--- config.mk ---
export PLATFORM = sky130hd
export DESIGN_NAME = dmem_port_arbiter
export DESIGN_NICKNAME = d
export VERILOG_FILES = /design/src/rtl/dmem_port_arbiter.sv
export SDC_FILE = /design/constraint.sdc
export NUM_CORES = 1
export LEC_CHECK = 0
export ABC_AREA = 0
export CORE_MARGIN = 10
export CORE_UTILIZATION = 37
export DETAILED_ROUTE_END_ITERATION = 10
export GPL_TIMING_DRIVEN = 1
export PLACE_DENSITY_LB_ADDON = 0.08
export SYNTH_ARGS = -nofsm -noshare
export SYNTH_HDL_FRONTEND = slang
export SYNTH_SLANG_ARGS = --single-unit
export TNS_END_PERCENT = 50
--- constraint.sdc ---
create_clock -name clk -period 3.5 [get_ports clk]
set_input_delay 0.7 -clock clk [delete_from_list [all_inputs] [get_ports clk]]
set_output_delay 0.7 -clock clk [all_outputs]
set_load 0.03 [all_outputs]
--- src/rtl/dmem_port_arbiter.sv ---
// Two-port arbiter in front of the single-port data memory: round-robin by default,
// fixed priority (port 0 wins ties) when DMEM_ARB_FIXED_PRIO_EN is defined.
module dmem_port_arbiter #(
    parameter int ADDR_W = 32,
    parameter int DATA_W = 32
) (
    input  logic              clk,
    input  logic              reset,
    input  logic              r0_req,
    input  logic              r0_we,
    input  logic [ADDR_W-1:0] r0_addr,
    input  logic [DATA_W-1:0] r0_wdata,
    output logic              r0_gnt,
    output logic              r0_rvalid,
    output logic [DATA_W-1:0] r0_rdata,
    input  logic              r1_req,
    input  logic              r1_we,
    input  logic [ADDR_W-1:0] r1_addr,
    input  logic [DATA_W-1:0] r1_wdata,
    output logic              r1_gnt,
    output logic              r1_rvalid,
    output logic [DATA_W-1:0] r1_rdata,
    output logic              mem_en,
    output logic              mem_we,
    output logic [ADDR_W-1:0] mem_addr,
    output logic [DATA_W-1:0] mem_wdata,
    input  logic [DATA_W-1:0] mem_rdata
);

    localparam logic [1:0] IDLE   = 2'b00;
    localparam logic [1:0] ACCESS = 2'b01;
    localparam logic [1:0] RESP   = 2'b10;

    logic [1:0]        state_q, state_d;
    logic              last_q, last_d;
    logic              win_q, win_d;
    logic              we_q, we_d;
    logic [ADDR_W-1:0] addr_q, addr_d;
    logic [DATA_W-1:0] wdata_q, wdata_d;
    logic              pick1;
    logic              in_access;
    logic              in_resp;

    always_comb begin
        state_d = state_q;
        last_d  = last_q;
        win_d   = win_q;
        we_d    = we_q;
        addr_d  = addr_q;
        wdata_d = wdata_q;
        pick1   = 1'b0;
        case (state_q)
            IDLE: begin
                if (r0_req || r1_req) begin
`ifdef DMEM_ARB_FIXED_PRIO_EN
                    pick1 = !r0_req;
`else
                    // On a tie the port that was not served last time wins.
                    pick1 = r1_req && (!r0_req || !last_q);
`endif
                    win_d   = pick1;
                    last_d  = pick1;
                    we_d    = pick1 ? r1_we    : r0_we;
                    addr_d  = pick1 ? r1_addr  : r0_addr;
                    wdata_d = pick1 ? r1_wdata : r0_wdata;
                    state_d = ACCESS;
                end
            end
            ACCESS:  state_d = we_q ? IDLE : RESP;
            RESP:    state_d = IDLE;
            default: state_d = IDLE;
        endcase
    end

    always_ff @(posedge clk or negedge reset) begin
        if (!reset) begin
            state_q <= IDLE;
            last_q  <= 1'b1;
            win_q   <= 1'b0;
            we_q    <= 1'b0;
            addr_q  <= '0;
            wdata_q <= '0;
        end else begin
            state_q <= state_d;
            last_q  <= last_d;
            win_q   <= win_d;
            we_q    <= we_d;
            addr_q  <= addr_d;
            wdata_q <= wdata_d;
        end
    end

    assign in_access = (state_q == ACCESS);
    assign in_resp   = (state_q == RESP) && !we_q;

    // Memory bus is driven only in ACCESS so it is quiet (all zero) otherwise.
    assign mem_en    = in_access;
    assign mem_we    = in_access && we_q;
    assign mem_addr  = in_access ? addr_q  : '0;
    assign mem_wdata = in_access ? wdata_q : '0;

    assign r0_gnt    = in_access && !win_q;
    assign r1_gnt    = in_access &&  win_q;
    assign r0_rvalid = in_resp && !win_q;
    assign r1_rvalid = in_resp &&  win_q;
    assign r0_rdata  = r0_rvalid ? mem_rdata : '0;
    assign r1_rdata  = r1_rvalid ? mem_rdata : '0;

endmodule

## Word level (Yosys, flattened, before mapping)

Index checks and enable logic that the tools add are counted.

- Flip-flop bits (word level): 69
- Input bits: 166
- Output and inout port bits: 134
- Word-level logic and storage cells: 34

- Equal/unequal tests: 3
- Mux-type cells: 10
- Reduce and logical (&&, ||, !) cells: 15

Operator list:

| cell | count |
|---|---|
| $mux 32 | 6 |
| $logic_and 1x1->1 | 7 |
| $logic_not 1->1 | 4 |
| $mux 2 | 2 |
| $pmux 2 s2 | 1 |
| $eq 2x1->1 const B | 1 |
| $eq 2x2->1 const B | 1 |
| $logic_not 2->1 | 1 |
| $logic_or 1x1->1 | 2 |
| $ne 2x2->1 const B | 1 |
| $reduce_and 2->1 | 1 |
| $mux 1 | 1 |

## Logic depth before layout (Yosys ltp)

- Depth after elaboration: 4
- Gate-level depth with buffers: 5
- Gate-level depth less buffers: 3

## Least setup slack after synthesis

No wires, ideal clock.

- Path kind: flip-flop to output port
- Start point: reg state_q[0]
- End point: out r0_rdata[22]
- Arrival: 1.622 ns
- Required time: 2.800 ns
- Slack: 1.178 ns
- Stages on the path, launching flop included: 4
- Buffers on the path: 1
- Path through: dfrtp_1 nor4b_2 clkbuf_1 and2_1

- Cells in the longest elaborated chain, start to end: 4

Ends and longest elaborated chain:

| element | RTL line | source |
|---|---|---|
| from (decl) | 34 | `logic [1:0] state_q, state_d;` |
| from (signal assigned) | 84 | `state_q <= state_d;` |
| $eq 2x2->1 | 94 | `assign in_resp = (state_q == RESP) && !we_q;` |
| $logic_and 1x1->1 | 94 |  |
| $logic_and 1x1->1 | 104 | `assign r0_rvalid = in_resp && !win_q;` |
| via r0_rvalid | 14 | `output logic r0_rvalid,` |
| $mux 32 | 106 | `assign r0_rdata = r0_rvalid ? mem_rdata : '0;` |
| to (decl) | 15 | `output logic [DATA_W-1:0] r0_rdata,` |

The timed path passes the listed nets, and every way through them passes these cells.

## Final worst setup path

- Start point: reg state_q[0]
- End point: out r1_rdata[3]

- Cells in the longest elaborated chain, start to end: 4

Ends and longest elaborated chain:

| element | RTL line | source |
|---|---|---|
| $eq 2x2->1 | 94 |  |
| $logic_and 1x1->1 | 94 |  |
| $logic_and 1x1->1 | 105 | `assign r1_rvalid = in_resp && win_q;` |
| $mux 32 | 107 | `assign r1_rdata = r1_rvalid ? mem_rdata : '0;` |
| to (decl) | 22 | `output logic [DATA_W-1:0] r1_rdata,` |

Every way passes these cells.

==> flow_summary.json <==
{
  "status": "finished, final reports clean",
  "upper_clock_frequency_limit_ghz": 0.327,
  "worst_ep_required_time_ns": 2.80,
  "critical_path_class": "reg2out",
  "critical_path.top_delay_family": "simple AND/OR/NAND/NOR gates",
  "drc": 0,
  "grt_setup_unrepaired": "false",
  "route.vias.total": 3788,
  "vias_in_the_first_global_route": 4102,
  "numClockSinks": 69,
  "tritoncts.num_buffers": 9,
  "grt_use_met3_pct": 8.00,
  "min_period_over_period_pct": 87.3,
  "detail_route.wirelength_um": 16100,
  "setup_viol": 0,
  "yosysSeqAreaShare_pct": 37.2,
  "fin_skew_ns": 0.00527,
  "diodes": 0,
  "layout_commonest_cell": "sky130_fd_sc_hd__clkdlybuf4s50_1",
  "die_height_um": 132,
  "worst-r2r-cell-count": 4,
  "clock_latency_ns": 0.33,
  "r2r_setup_slack_ns": 1.62,
  "flow.area_growth_from_synthesis_pct": 73.5,
  "path_cells": "and4bb_2 -> and2_1 -> clkdlybuf4s50_1",
  "post_synth_main_area_contributors": "sky130_fd_sc_hd__dfrtp_1 37%, sky130_fd_sc_hd__mux2_4 32%, sky130_fd_sc_hd__and2_1 18%",
  "firstDrtPassIters": 4,
  "gr-usage-all-layers_pct": 17.8,
  "cpPeakStageDelay_ns": 0.70,
  "synth_fp_nets": 534,
  "tns_ns": 0,
  "worst_path_clk_slew_ns": 0.06,
  "yosys_warnings": 0,
  "overall_die_area_mm2": 0.0174,
  "grt-ovfl-total": 0,
  "worst_tran_pin_value_ns": 0.899,
  "post-place-cells": 814,
  "power.static_leakage_uw": 0.00345,
  "timing.critical_path.depth": 3,
  "initial_utilization_pct": 38.2,
  "row_count": 40,
  "global_route.usage.met1_pct": 19.8,
  "timing.critical_path.fanout_max": 33,
  "worstPathArrival_ns": 2.36,
  "worst_ir_drop_vdd_mv": 0.346,
  "layout_cell_share_with_drive_strength_beyond_1_pct": 24.0,
  "finalWeightedCongestion": 0.806,
  "final-hold-violation-count": 0,
  "routed_antenna_nets": 0,
  "grt_first_pass_wirelength_um": 24900,
  "non_filler_cells_in_the_finished_layout": 830,
  "post_cts_hold_buffer_count": 0,
  "number_of_distinct_library_cells_after_synthesis": 17,
  "cp_num_buf_inv": 1,
  "worst_slew_margin_rel_pct": 40.0,
  "worstSetupStartpointType": "flop",
  "library_cell_occupying_the_most_area_in_the_post_synthesis_netlist": "sky130_fd_sc_hd__dfrtp_1",
  "clock_tree.buffer_depth": 2,
  "power.density_mw_per_mm2": 764,
  "dp.final_hpwl_um": 12900,
  "timing.hold.worst.class": "in2async",
  "cts-htree-levels": 3,
  "layout.cells.most_common_list": "298 x sky130_fd_sc_hd__clkdlybuf4s50_1, 130 x sky130_fd_sc_hd__and2_1, 100 x sky130_fd_sc_hd__mux2_4, 68 x sky130_fd_sc_hd__dfrtp_1, 32 x sky130_fd_sc_hd__mux2_2",
  "io_buffers": 299,
  "synthDominantCellAreaShare_pct": 36.7,
  "cts_resized": 0,
  "grt_max_degree": 70,
  "drt-wirelength-per-cell_um": 19.4,
  "clock-root-buffer": "sky130_fd_sc_hd__clkbuf_16",
  "setup.worst_path.end_class": "output port",
  "io_pins": 300,
  "grt_util_met2_pct": 30.8,
  "grt_antenna_before_repair": 0,
  "grt_most_used_layer": "met2",
  "final_nets": 823,
  "placeableCoreArea_mm2": 0.0122,
  "crit_path_top_delay_cell": "sky130_fd_sc_hd__clkdlybuf4s50_1",
  "synthesis.instances": 368,
  "cell_area_after_technology_mapping_mm2": 0.00464,
  "cts_tree": "built",
  "syn_avg_cell_area_um2": 12.6,
  "die_width_um": 132,
  "cts_post_setup_buffers_inserted": 0,
  "vias_per_cell": 4.56,
  "power_uw": 6150,
  "fin_hold_ws_ns": 0.480,
  "period_needed_ns": 3.06,
  "max_cap_viol_count": 0,
  "synthesized_flop_and_latch_total": 69,
  "drt_iter0_drc": 104,
  "maxSlewViolCount": 0
}
-- per-stage QoR --
step | worst slack [ns] | util (%) | cell area, µm²
3_5_place_dp | 0.767 | 63.8 | 7760
4_1_cts | 0.402 | 66.2 | 8050
6_report | 0.444 | 66.2 | 8050
3_3_place_gp | 0.794 | 63.8 | 7760
5_1_grt | 0.336 | 66.2 | 8050
2_1_floorplan | 1.18 | - | 4640
-- registers in the layout (all words and copies together), names as in the netlist --
signal   cells
addr_q      32
wdata_q     32
state_q      2
last_q       1
we_q         1
win_q        1
-- final cells by class --
cell class                 instances  area (µm²)
clock buffer                      10         229
clock inverter                     6        63.8
fill                             975        4110
inverter                           1        3.75
multi-input combinational        271        2770
sequential                        69        1730
tap                              168         210
timing repair buffer             305        3050
-- where the power goes --
part	total (µW)	leakage [µW]	internal (µW)	switching (µW)
Combinational	3810	0.00251	1970	1830
Clock	898	0.000138	550	348
Sequential	1440	0.000806	1220	223
-- Yosys cell counts (all sizes together) --
cell	count
nor2	3
and2	130
inv	1
dfrtp	68
nor4b	1
buf	14
clkbuf	13
a21boi	1
and4bb	1
nor3	1
mux2	132
a21bo	1
nand2b	1
dfstp	1
-- worst reg2reg max path, delay by kind of cell, from the launching register on --
kind | cells | cell delay, ns
muxes | 2 | 0.76
DFF | 1 | 0.55
buffers and inverters | 1 | 0.34
AOI/OAI and AO/OA | 1 | 0.13
-- layer usage --
| layer | part of all wire (%) | vias to the layer above |
|---|---|---|
| met4 | 0.92 | 0 |
| met5 | 0 | - |
| met1 | 40 | 1792 |
| met3 | 9.3 | 13 |
| met2 | 50 | 168 |
| li1 | - | 1815 |
-- kinds of logic (layout without fill, tap and decap cells) --
group | count (synthesis) | count (layout) | synth area share, %
AND/OR/NAND/NOR | 137 | 137 | 18.7
AO/OA/AOI/OAI | 2 | 2 | 0.378
multiplexers | 132 | 132 | 40.1
flip-flops | 69 | 69 | 37.2
buffers and inverters | 28 | 322 | 3.56
-- path summary, 6_finish.rpt --
kind,startpoint,endpoint
hold reg to reg,addr_q[6]$_DFFE_PN0P_,addr_q[6]$_DFFE_PN0P_
min in group clk,addr_q[6]$_DFFE_PN0P_,addr_q[6]$_DFFE_PN0P_
setup / recovery,state_q[0]$_DFFE_PN0P_,r1_rdata[3]
hold / removal,reset,addr_q[19]$_DFFE_PN0P_
max in group asynchronous,reset,addr_q[6]$_DFFE_PN0P_
setup reg to reg,last_q$_DFFE_PN1P_,wdata_q[31]$_DFFE_PN0P_
Note: power is estimated with default switching activity, not from simulation.
